==> src/rtl/fetch_sequencer.sv <==
// rtl/fetch_sequencer.sv - fetch-stage sequencer: PC enable/select, IF/ID and ID/EX bubbles, imem waits
module fetch_sequencer #(
  parameter int TIMEOUT = 16,
  parameter int CNT_W   = 16
) (
  input  logic             clk,
  input  logic             reset,
  input  logic [4:0]       id_rs,
  input  logic [4:0]       id_rt,
  input  logic             ex_mem_read,
  input  logic [4:0]       ex_rt,
  input  logic             branch_taken,
  input  logic [31:0]      branch_target,
  input  logic             jump,
  input  logic [31:0]      jump_target,
  input  logic             imem_ready,
  output logic             pc_write,
  output logic             pc_sel,
  output logic [31:0]      redirect_addr,
  output logic             ifid_write,
  output logic             ifid_flush,
  output logic             idex_flush,
  output logic             imem_err,
  output logic [CNT_W-1:0] stall_count
);

  // wait_cnt never exceeds TIMEOUT, so it only needs enough bits to hold TIMEOUT itself
  localparam int   WC_W             = (TIMEOUT < 2) ? 1 : $clog2(TIMEOUT + 1);
  // with TIMEOUT of 1 the very first not-ready cycle already exhausts the budget
  localparam logic FIRST_MISS_HALTS = (TIMEOUT <= 1);

  typedef enum logic [1:0] {
    ST_RUN  = 2'd0,
    ST_LU   = 2'd1,
    ST_WAIT = 2'd2,
    ST_HALT = 2'd3
  } state_t;

  state_t          state, state_nxt;
  logic            pend_valid, pend_valid_nxt;
  logic [31:0]     pend_addr, pend_addr_nxt;
  logic [WC_W-1:0] wait_cnt, wait_cnt_nxt;
  logic            err_nxt;

  logic            hazard;
  logic            redirect_req;
  logic [31:0]     redirect_tgt;
  logic            pend_take_valid;
  logic [31:0]     pend_take_addr;
  logic [WC_W:0]   wait_inc;
  logic            wait_hit;

  // load-use: the load in ID/EX writes a register the IF/ID instruction reads ($0 never hazards)
  assign hazard = ex_mem_read & (ex_rt != 5'd0) & ((ex_rt == id_rs) | (ex_rt == id_rt));

  // a branch resolving in EX is older than a jump in ID, so it wins and squashes the jump
  assign redirect_req = branch_taken | jump;
  assign redirect_tgt = branch_taken ? branch_target : jump_target;

  // pending redirect as it stands this cycle in WAIT: a branch overrides, a jump only fills an empty slot
  assign pend_take_valid = pend_valid | branch_taken | jump;
  assign pend_take_addr  = branch_taken ? branch_target :
                           (jump & ~pend_valid) ? jump_target : pend_addr;

  assign wait_inc = {1'b0, wait_cnt} + (WC_W + 1)'(1);
  assign wait_hit = (wait_inc >= (WC_W + 1)'(TIMEOUT));

  // state register and the redirect / wait bookkeeping it carries
  always_ff @(posedge clk or negedge reset) begin
    if (!reset) begin
      state      <= ST_RUN;
      pend_valid <= 1'b0;
      pend_addr  <= 32'd0;
      wait_cnt   <= '0;
      imem_err   <= 1'b0;
    end else begin
      state      <= state_nxt;
      pend_valid <= pend_valid_nxt;
      pend_addr  <= pend_addr_nxt;
      wait_cnt   <= wait_cnt_nxt;
      imem_err   <= err_nxt;
    end
  end

  // next-state: redirects and memory waits pre-empt the load-use stall, LU lasts a single cycle
  always_comb begin
    state_nxt      = state;
    pend_valid_nxt = pend_valid;
    pend_addr_nxt  = pend_addr;
    wait_cnt_nxt   = wait_cnt;
    err_nxt        = imem_err;
    case (state)
      ST_RUN, ST_LU: begin
        if (!imem_ready) begin
          wait_cnt_nxt = WC_W'(1);
          if (redirect_req) begin
            pend_valid_nxt = 1'b1;
            pend_addr_nxt  = redirect_tgt;
          end
          if (FIRST_MISS_HALTS) begin
            state_nxt = ST_HALT;
            err_nxt   = 1'b1;
          end else begin
            state_nxt = ST_WAIT;
          end
        end else if (!redirect_req && hazard && (state == ST_RUN)) begin
          state_nxt = ST_LU;
        end else begin
          state_nxt = ST_RUN;
        end
      end
      ST_WAIT: begin
        if (imem_ready) begin
          pend_valid_nxt = 1'b0;
          wait_cnt_nxt   = '0;
          state_nxt      = ST_RUN;
        end else begin
          pend_valid_nxt = pend_take_valid;
          pend_addr_nxt  = pend_take_addr;
          wait_cnt_nxt   = wait_inc[WC_W-1:0];
          if (wait_hit) begin
            state_nxt = ST_HALT;
            err_nxt   = 1'b1;
          end
        end
      end
      ST_HALT: state_nxt = ST_HALT;
      default: state_nxt = ST_RUN;
    endcase
  end

  // outputs: decoded from state plus this cycle's inputs, all held low while reset is asserted
  always_comb begin
    pc_write      = 1'b0;
    pc_sel        = 1'b0;
    redirect_addr = 32'd0;
    ifid_write    = 1'b0;
    ifid_flush    = 1'b0;
    idex_flush    = 1'b0;
    if (reset) begin
      case (state)
        ST_RUN, ST_LU: begin
          if (branch_taken) begin
            pc_write      = 1'b1;
            pc_sel        = 1'b1;
            redirect_addr = branch_target;
            ifid_flush    = 1'b1;
            idex_flush    = 1'b1;
          end else if (jump) begin
            pc_write      = 1'b1;
            pc_sel        = 1'b1;
            redirect_addr = jump_target;
            ifid_flush    = 1'b1;
          end else if (!imem_ready) begin
            pc_write = 1'b0;
          end else if (hazard && (state == ST_RUN)) begin
            idex_flush = 1'b1;
          end else begin
            pc_write   = 1'b1;
            ifid_write = 1'b1;
          end
        end
        ST_WAIT: begin
          ifid_flush = pend_valid;
          idex_flush = branch_taken;
          if (imem_ready) begin
            pc_write = 1'b1;
            if (pend_take_valid) begin
              pc_sel        = 1'b1;
              redirect_addr = pend_take_addr;
              ifid_flush    = 1'b1;
            end else begin
              ifid_write = 1'b1;
            end
          end
        end
        default: pc_write = 1'b0;
      endcase
    end
  end

  // stall counter: counts cycles the PC is held, saturating, frozen once halted
  always_ff @(posedge clk or negedge reset) begin
    if (!reset) begin
      stall_count <= '0;
    end else if ((state != ST_HALT) && !pc_write && (stall_count != {CNT_W{1'b1}})) begin
      stall_count <= stall_count + CNT_W'(1);
    end
  end

endmodule

==> config.mk <==
export PLATFORM = sky130hd
export DESIGN_NAME = fetch_sequencer
export DESIGN_NICKNAME = d
export VERILOG_FILES = /design/src/rtl/fetch_sequencer.sv
export SDC_FILE = /design/constraint.sdc
export NUM_CORES = 1
export LEC_CHECK = 0
export BUFFER_PORTS_ARGS = -buffer_cell sky130_fd_sc_hd__clkbuf_2
export CAP_MARGIN = 20
export CORE_UTILIZATION = 27
export CTS_CLUSTER_DIAMETER = 150
export DETAILED_ROUTE_END_ITERATION = 10
export SYNTH_ARGS = -nofsm -noshare
export SYNTH_HDL_FRONTEND = slang
export SYNTH_SLANG_ARGS = --single-unit
==> constraint.sdc <==
create_clock -name clk -period 1.9 [get_ports clk]
set_clock_uncertainty 0.2 [all_clocks]
set_input_delay 0.19 -clock clk [delete_from_list [all_inputs] [get_ports clk]]
set_output_delay 0.19 -clock clk [all_outputs]
set_load 0.05 [all_outputs]
==> results of run 1 <==
==> logic make-up after synthesis <==
logic type,share of synthesized area
AO/OA/AOI/OAI,0.168
XOR/XNOR,0.0492
adder cells (fa/ha/maj),0.00563
buffers and inverters,0.0442
flip-flops,0.321
multiplexers,0.235
AND/OR/NAND/NOR,0.177
==> sequential cells by signal (all words and copies together) (netlist names) <==
name and count:
wait_cnt 5, imem_err 1, state 2, pend_addr 32, pend_valid 1, stall_count 16
==> per-layer routing <==
metal  wire (um)  track usage  vias to the layer above
met5           0            0                        -
met4         149       0.0426                        0
met3         903       0.0508                       13
met2        7400        0.298                      126
met1        6640        0.208                     2202
li1            -            -                     2316
==> per-stage QoR <==
step | power, mW | hold WS [ns]
after floorplan | 2.87 | -0.306
after global placement | 3.52 | -0.155
after detailed placement | 3.55 | -0.156
after global routing | 5.71 | 0.0659
after CTS | 5.20 | 0.0523
final | 5.39 | 0.0761
==> worst register-to-register path, delay by kind of cell, from the launching register on <==
family	cells	cell delay (ns)
simple gates	4	0.71
compound gates	1	0.25
flops	1	0.39
buf+inv	2	0.25
xor+xnor	1	0.18
==> path summary, 6_finish.rpt <==
path / endpoint / cells past startpoint
worst max-delay path: redirect_addr[1] / 9
worst min-delay path: state[1] / 3
worst max register to register: stall_count[13] / 8
worst min register to register: pend_addr[12] / 2
max in group asynchronous: stall_count[6] / 3
min in group asynchronous: stall_count[2] / 2
==> placed cells by master, fill, tap and decap left out, types with 5 or more instances in the layout <==
master and count:
o21ai_2 12, nand2_1 44, clkbuf_2 100, a22o_1 5
buf_6 22, a21oi_1 7, mux2_2 33, o21ai_1 6
xnor2_1 21, o21ai_0 21, dfrtp_2 15, a21oi_2 28
buf_8 27, buf_4 71, clkbuf_16 14, and2_4 31
nor2_1 43, o22ai_1 29, nand4_1 10, mux2i_1 66
nand3_1 5, buf_12 16, dfrtp_1 42
==> layout make-up <==
| class | count | area (um2) | share of cell area |
|---|---|---|---|
| Clock inverter | 4 | 20.0 | 0.00261 |
| Multi-Input combinational cell | 420 | 3410 | 0.445 |
| Timing Repair Buffer | 247 | 2260 | 0.295 |
| Sequential cell | 57 | 1450 | 0.189 |
| Clock buffer | 11 | 243 | 0.0317 |
| Inverter | 4 | 15.0 | 0.00196 |
| Tap cell | 216 | 270 | 0.0353 |
==> what timing repair did <==
item | CTS | global route
endpoints found under the hold margin | 57 | 0
pin swaps | 14 | 49
hold buffers | 1 | 0
cloned | 5 | 3
buffers inserted | 10 | 22
endpoints found under the setup margin | 53 | 68
resized for setup | 95 | 123
==> report_power, final <==
part	total (mW)	internal, mW	switching (mW)	leakage (nW)
Sequential	1.53	1.42	0.114	0.698
Combinational	2.42	1.11	1.31	2.64
Clock	1.44	0.899	0.543	0.135
==> results.md, run 1 <==
- Initial antenna violation count: 0
- Worst setup SP type: register
- Dominant cell type by area after synthesis: dfrtp_1
- Placed Cells: 906
- Synth area leaders: dfrtp_1, mux2i_1, mux2_2
- Mapped Cells: 521
- PwrDens: 703 nW/um2
- Library cells used by synthesis: 42
- Non-Filler Instances: 959
- Top cells by instance count after synthesis: mux2i_1, dfrtp_1, nand2_1
- Clk buf depth: 2
- Final ANT Viol Nets: 0
- Worst hold path type: in2reg
- Util after Layout: 0.479
- Post-synthesis area per instance: 8.54 um2
- Remaining Overflow, GRT: 0
- Fin. Hold Viols: 0
- Largest net degree at the start of global routing: 45
- WP buf/inv: 3
- Number of global-route vias before repair: 4316
- Pins Over Slew Limit: 0
- Crit path DAT: 1.96 ns
- Leakage: 3.47 nW
- Full die area: 17000 um2
- Antenna cells: 0
- Final critical-path required period: 2.35 ns
- CP max-delay cell: dfrtp_1
- # port buffers: 138
- Failing checks: setup timing
- Final-stage net count: 826
- Post-placement worst setup slack: -0.196 ns
- Top FF cell, synth: dfrtp_1
- R2r setup slk: -0.19 ns
- Worst-path clk slew: 0.05 ns
- Final period util: 1.24
- Post-Route Setup TNS: -16.98 ns
- Chip width: 130 um
- Root buf cell: clkbuf_16
- Initial drt markers: 112
- Die height: 130 um
- Sequential share of the synthesized area: 0.321
- DR WL/cell: 15.7 um
- Req. time, crit path: 1.51 ns
- Vias per cell: 4.86
- Worst setup path startpoint: pend_valid
- Worst-path maximum fanout: 6
- Routability cong.: 0.756
- HPWL Detailed: 9500 um
- Number of synthesized flops with an enable pin: 0
- Share of the synthesized area in the top cell type: 0.321
- Critical Path Sink Type: output pin
- Critical path cell sequence: nor2b_4, buf_12, clkbuf_16, mux2i_1, nor2_1, a21oi_1, o22ai_1, and2_4, buf_8
- Row cnt: 46
- CTS Buf Count: 9
- Most frequent cell after synthesis: mux2i_1
- Placeable core area: 16000 um2
- Synth warnings: 0
- Fmax: 0.425 GHz
- Final Instance Area: 7660 um2
- Cell family with most CP delay: buffers and inverters
- First-pass GRT wire length: 22200 um
- Drt drc: 0
- Worst-Margin Slew: 0.618 ns
- CTS tree: yes
- Maxcap violations: 0
- Peak VDD IR: 1.10 mV
- RR Startpoint: state[0]
- Async set-reset flop share out of synthesis: 1.00
- First-pass detailed-route iteration total: 5
- Seq cells post-synth: 57
- Synth-to-Final Area Change: 72.4%
- DP Area: 6220 um2
- GRT Total Usage: 0.172
- Filler Cells Inserted: 1514
- Syn_nets: 608
- CP peak stage delay: 0.40 ns
- Initial Util: 0.278
- Max_slew headroom: 0.587
- H-tree depth reported by CTS: 3
- Unrepaired setup endpoints after global routing: yes
- Setup ws final: -0.454 ns
- Clock Latency Late Sink: 0.33 ns
- Run status: complete, but fails checks
- Post-Syn Area: 4450 um2
- # IOs: 139
- Setup violators final: 53
- HP Start: imem_ready
- Via count: 4657
- Routed WL: 15100 um
- Worst setup path category: reg2out
- Clock sinks: 57
- Layout cells sized above 1: 0.572
(Power assumes the default switching activity.)
==> run 2, diff against run 1 <==
- CORE_UTILIZATION: 27 -> 40
- PLACE_DENSITY: default -> 0.68
- SETUP_SLACK_MARGIN: default -> 0.02
==> run 2 against run 1 <==
Compared with the run above:
- the flow still finishes with violations (setup timing)
- sequential cell count is the same
- fmax is 6.8% lower
- cell area shrank 6.2%
- via count is 1.8% higher
- first-iteration DRC count increased to 3.2 times the previous value
- critical path depth unchanged
- sequential share of layout area increased by 1.2 points
- setup slack worse by 0.17 ns
- combinational power shrank 6%
- worst hold slack got worse by 0.042 ns
- core utilization increased by 18 points
==> results.md, run 2 (synthesis gave the netlist of run 1 again) <==
- Cell family with most CP delay: buffers and inverters
- CTS Buf Count: 9 (unchanged)
- Run status: complete, but fails checks
- WP buf/inv: 3 (unchanged)
- Fmax: 0.396 GHz (-6.8%)
- Initial antenna violation count: 0 (unchanged)
- Worst-path maximum fanout: 5 (-1)
- Commonest non-fill, non-tap cell in the layout: clkbuf_2
- Req. time, crit path: 1.51 ns (about the same)
- Critical path cell sequence: nor2b_4, buf_6, clkbuf_16, mux2i_1, nor2_1, a21oi_2, o22ai_1, and2_4, clkbuf_16
- Remaining Overflow, GRT: 0 (unchanged)
- Layout cells sized above 1: 0.534 (-0.0385)
- Final ANT Viol Nets: 0 (unchanged)
- GRT Total Usage: 0.237 (+0.0652)
- Die height: 107 um (-18%)
- CP peak stage delay: 0.41 ns (about the same)
- Failing checks: setup timing
- Placeable core area: 10800 um2 (-32%)
- Leakage: 3.28 nW (-5.3%)
- Worst setup path category: reg2out
- H-tree depth reported by CTS: 3 (unchanged)
- Maxcap violations: 0 (unchanged)
- First-pass detailed-route iteration total: 4 (-1)
- # IOs: 139 (unchanged)
- Critical Path Sink Type: output pin
- Via count: 4743 (+1.8%)
- Fin. Hold Viols: 0 (unchanged)
- PwrDens: 710 nW/um2 (+1.0%)
- Non-Filler Instances: 856 (-11%)
- Worst setup SP type: register
- Vias per cell: 5.54 (+14%)
- Synth-to-Final Area Change: 61.8%
- Antenna cells: 0 (unchanged)
- HPWL Detailed: 9040 um (-4.8%)
- CTS tree: yes
- Worst-path clk slew: 0.06 ns (about the same)
- Row cnt: 38 (-17%)
- Clock Latency Late Sink: 0.34 ns (about the same)
- Clock sinks: 57 (unchanged)
- Final-stage net count: 798 (-3.4%)
- Peak VDD IR: 0.994 mV (-9.6%)
- Initial drt markers: 358 (+220%)
- Leading registers by flop count: pend_addr (32), stall_count (16), wait_cnt (5)
- Final critical-path required period: 2.53 ns (+0.173 ns)
- Worst hold path type: in2reg
- Full die area: 11500 um2 (-32%)
- Final period util: 1.33 (+0.0911)
- Setup violators final: 55 (+3.8%)
- Number of global-route vias before repair: 4516 (+4.6%)
- Routability cong.: 0.782 (+3.3%)
- Drt drc: 0 (unchanged)
- Placed Cells: 818 (-9.7%)
- Post-placement worst setup slack: -0.281 ns (-0.0844 ns)
- Biggest register: pend_addr
- Clk buf depth: 2 (unchanged)
- Initial Util: 0.410 (+0.132)
- Max_slew headroom: 0.568 (-0.0188)
- Setup ws final: -0.627 ns (-0.173 ns)
- # port buffers: 138 (unchanged)
- Chip width: 107 um (-18%)
- Most used cell, CP: clkbuf_16
- Routed WL: 14600 um (-3.5%)
- CP max-delay cell: dfrtp_1
- Unrepaired setup endpoints after global routing: yes
- Pins Over Slew Limit: 0 (unchanged)
- Total power: 5.11 mW (-5.2%)
- Largest net degree at the start of global routing: 65 (+44%)
- Max reg flops: 32 (unchanged)
- DR WL/cell: 17.0 um (+8.1%)
- Root buf cell: clkbuf_8
- Commonest cells after routing, fill and taps aside: clkbuf_2, mux2i_1, buf_4
- Worst-Margin Slew: 0.648 ns (+0.0305 ns)
- Crit path DAT: 2.14 ns (+0.18 ns)
- First-pass GRT wire length: 21400 um (-3.7%)
## run 2: worst reg2reg max path: stages (launching register included)
cell and delay (ns):
dfrtp_2 0.46, buf_4 0.16, nor3b_4 0.26, nor2_4 0.09
nor3_4 0.24, a21bo_4 0.24, mux2_4 0.31
## run 2: report_power, final
group	internal, mW	switching, mW	leakage [nW]
Combinational	1.01	1.26	2.47
Sequential	1.41	0.143	0.698
Clock	0.772	0.510	0.113
Total	3.20	1.91	3.28
## run 2: routing by layer
| layer | part of all wire | GRT usage | vias up | routed length, um |
|---|---|---|---|---|
| met4 | 0.022 | 0.0793 | 0 | 318 |
| li1 | - | - | 2261 | - |
| met5 | 0 | 0 | - | 0 |
| met3 | 0.058 | 0.0611 | 26 | 852 |
| met1 | 0.39 | 0.261 | 2294 | 5760 |
| met2 | 0.52 | 0.440 | 162 | 7650 |
## run 2: path summary, 6_finish.rpt
kind | endpoint | slack (ns) | cells after the start | startpoint
worst max-delay path | redirect_addr[24] | -0.63 | 9 | pend_valid
worst min-delay path | state[1] | 0.03 | 3 | imem_ready
worst max register to register | stall_count[1] | -0.18 | 6 | state[0]
worst min register to register | pend_addr[16] | 0.28 | 2 | pend_addr[16]
max in group asynchronous | stall_count[12] | 0.54 | 3 | reset
min in group asynchronous | imem_err | 0.27 | 3 | reset
## run 2: cell type report
type | count | area [um2]
Timing Repair Buffer | 219 | 1970
Clock inverter | 5 | 78.8
Clock buffer | 11 | 141
Inverter | 4 | 15.0
Sequential cell | 57 | 1450
Tap cell | 140 | 175
Fill cell | 826 | 3650
Multi-Input combinational cell | 420 | 3360
## run 2: repair_timing
action | 4_1_cts | 5_1_grt
resized for setup | 90 | 79
endpoints found under the hold margin | 57 | 0
pin swaps | 14 | 10
setup endpoints to repair | 52 | 84
cloned | 2 | 8
setup buffers | 3 | 10
hold buffers | 1 | 0
## run 2: per-stage QoR
| step | setup TNS (ns) | instance area [um2] | utilization | hold WS [ns] |
|---|---|---|---|---|
| 2_1_floorplan | -2.02 | 4720 | - | -0.306 |
| 4_1_cts | -18.13 | 6780 | 0.625 | 0.00936 |
| 3_5_place_dp | -7.03 | 6080 | 0.561 | -0.00606 |
| 6_report | -19.38 | 7190 | 0.664 | 0.0337 |
| 3_3_place_gp | -4.59 | 6080 | 0.561 | -0.00923 |
| 5_1_grt | -24.80 | 7190 | 0.664 | 0.0266 |
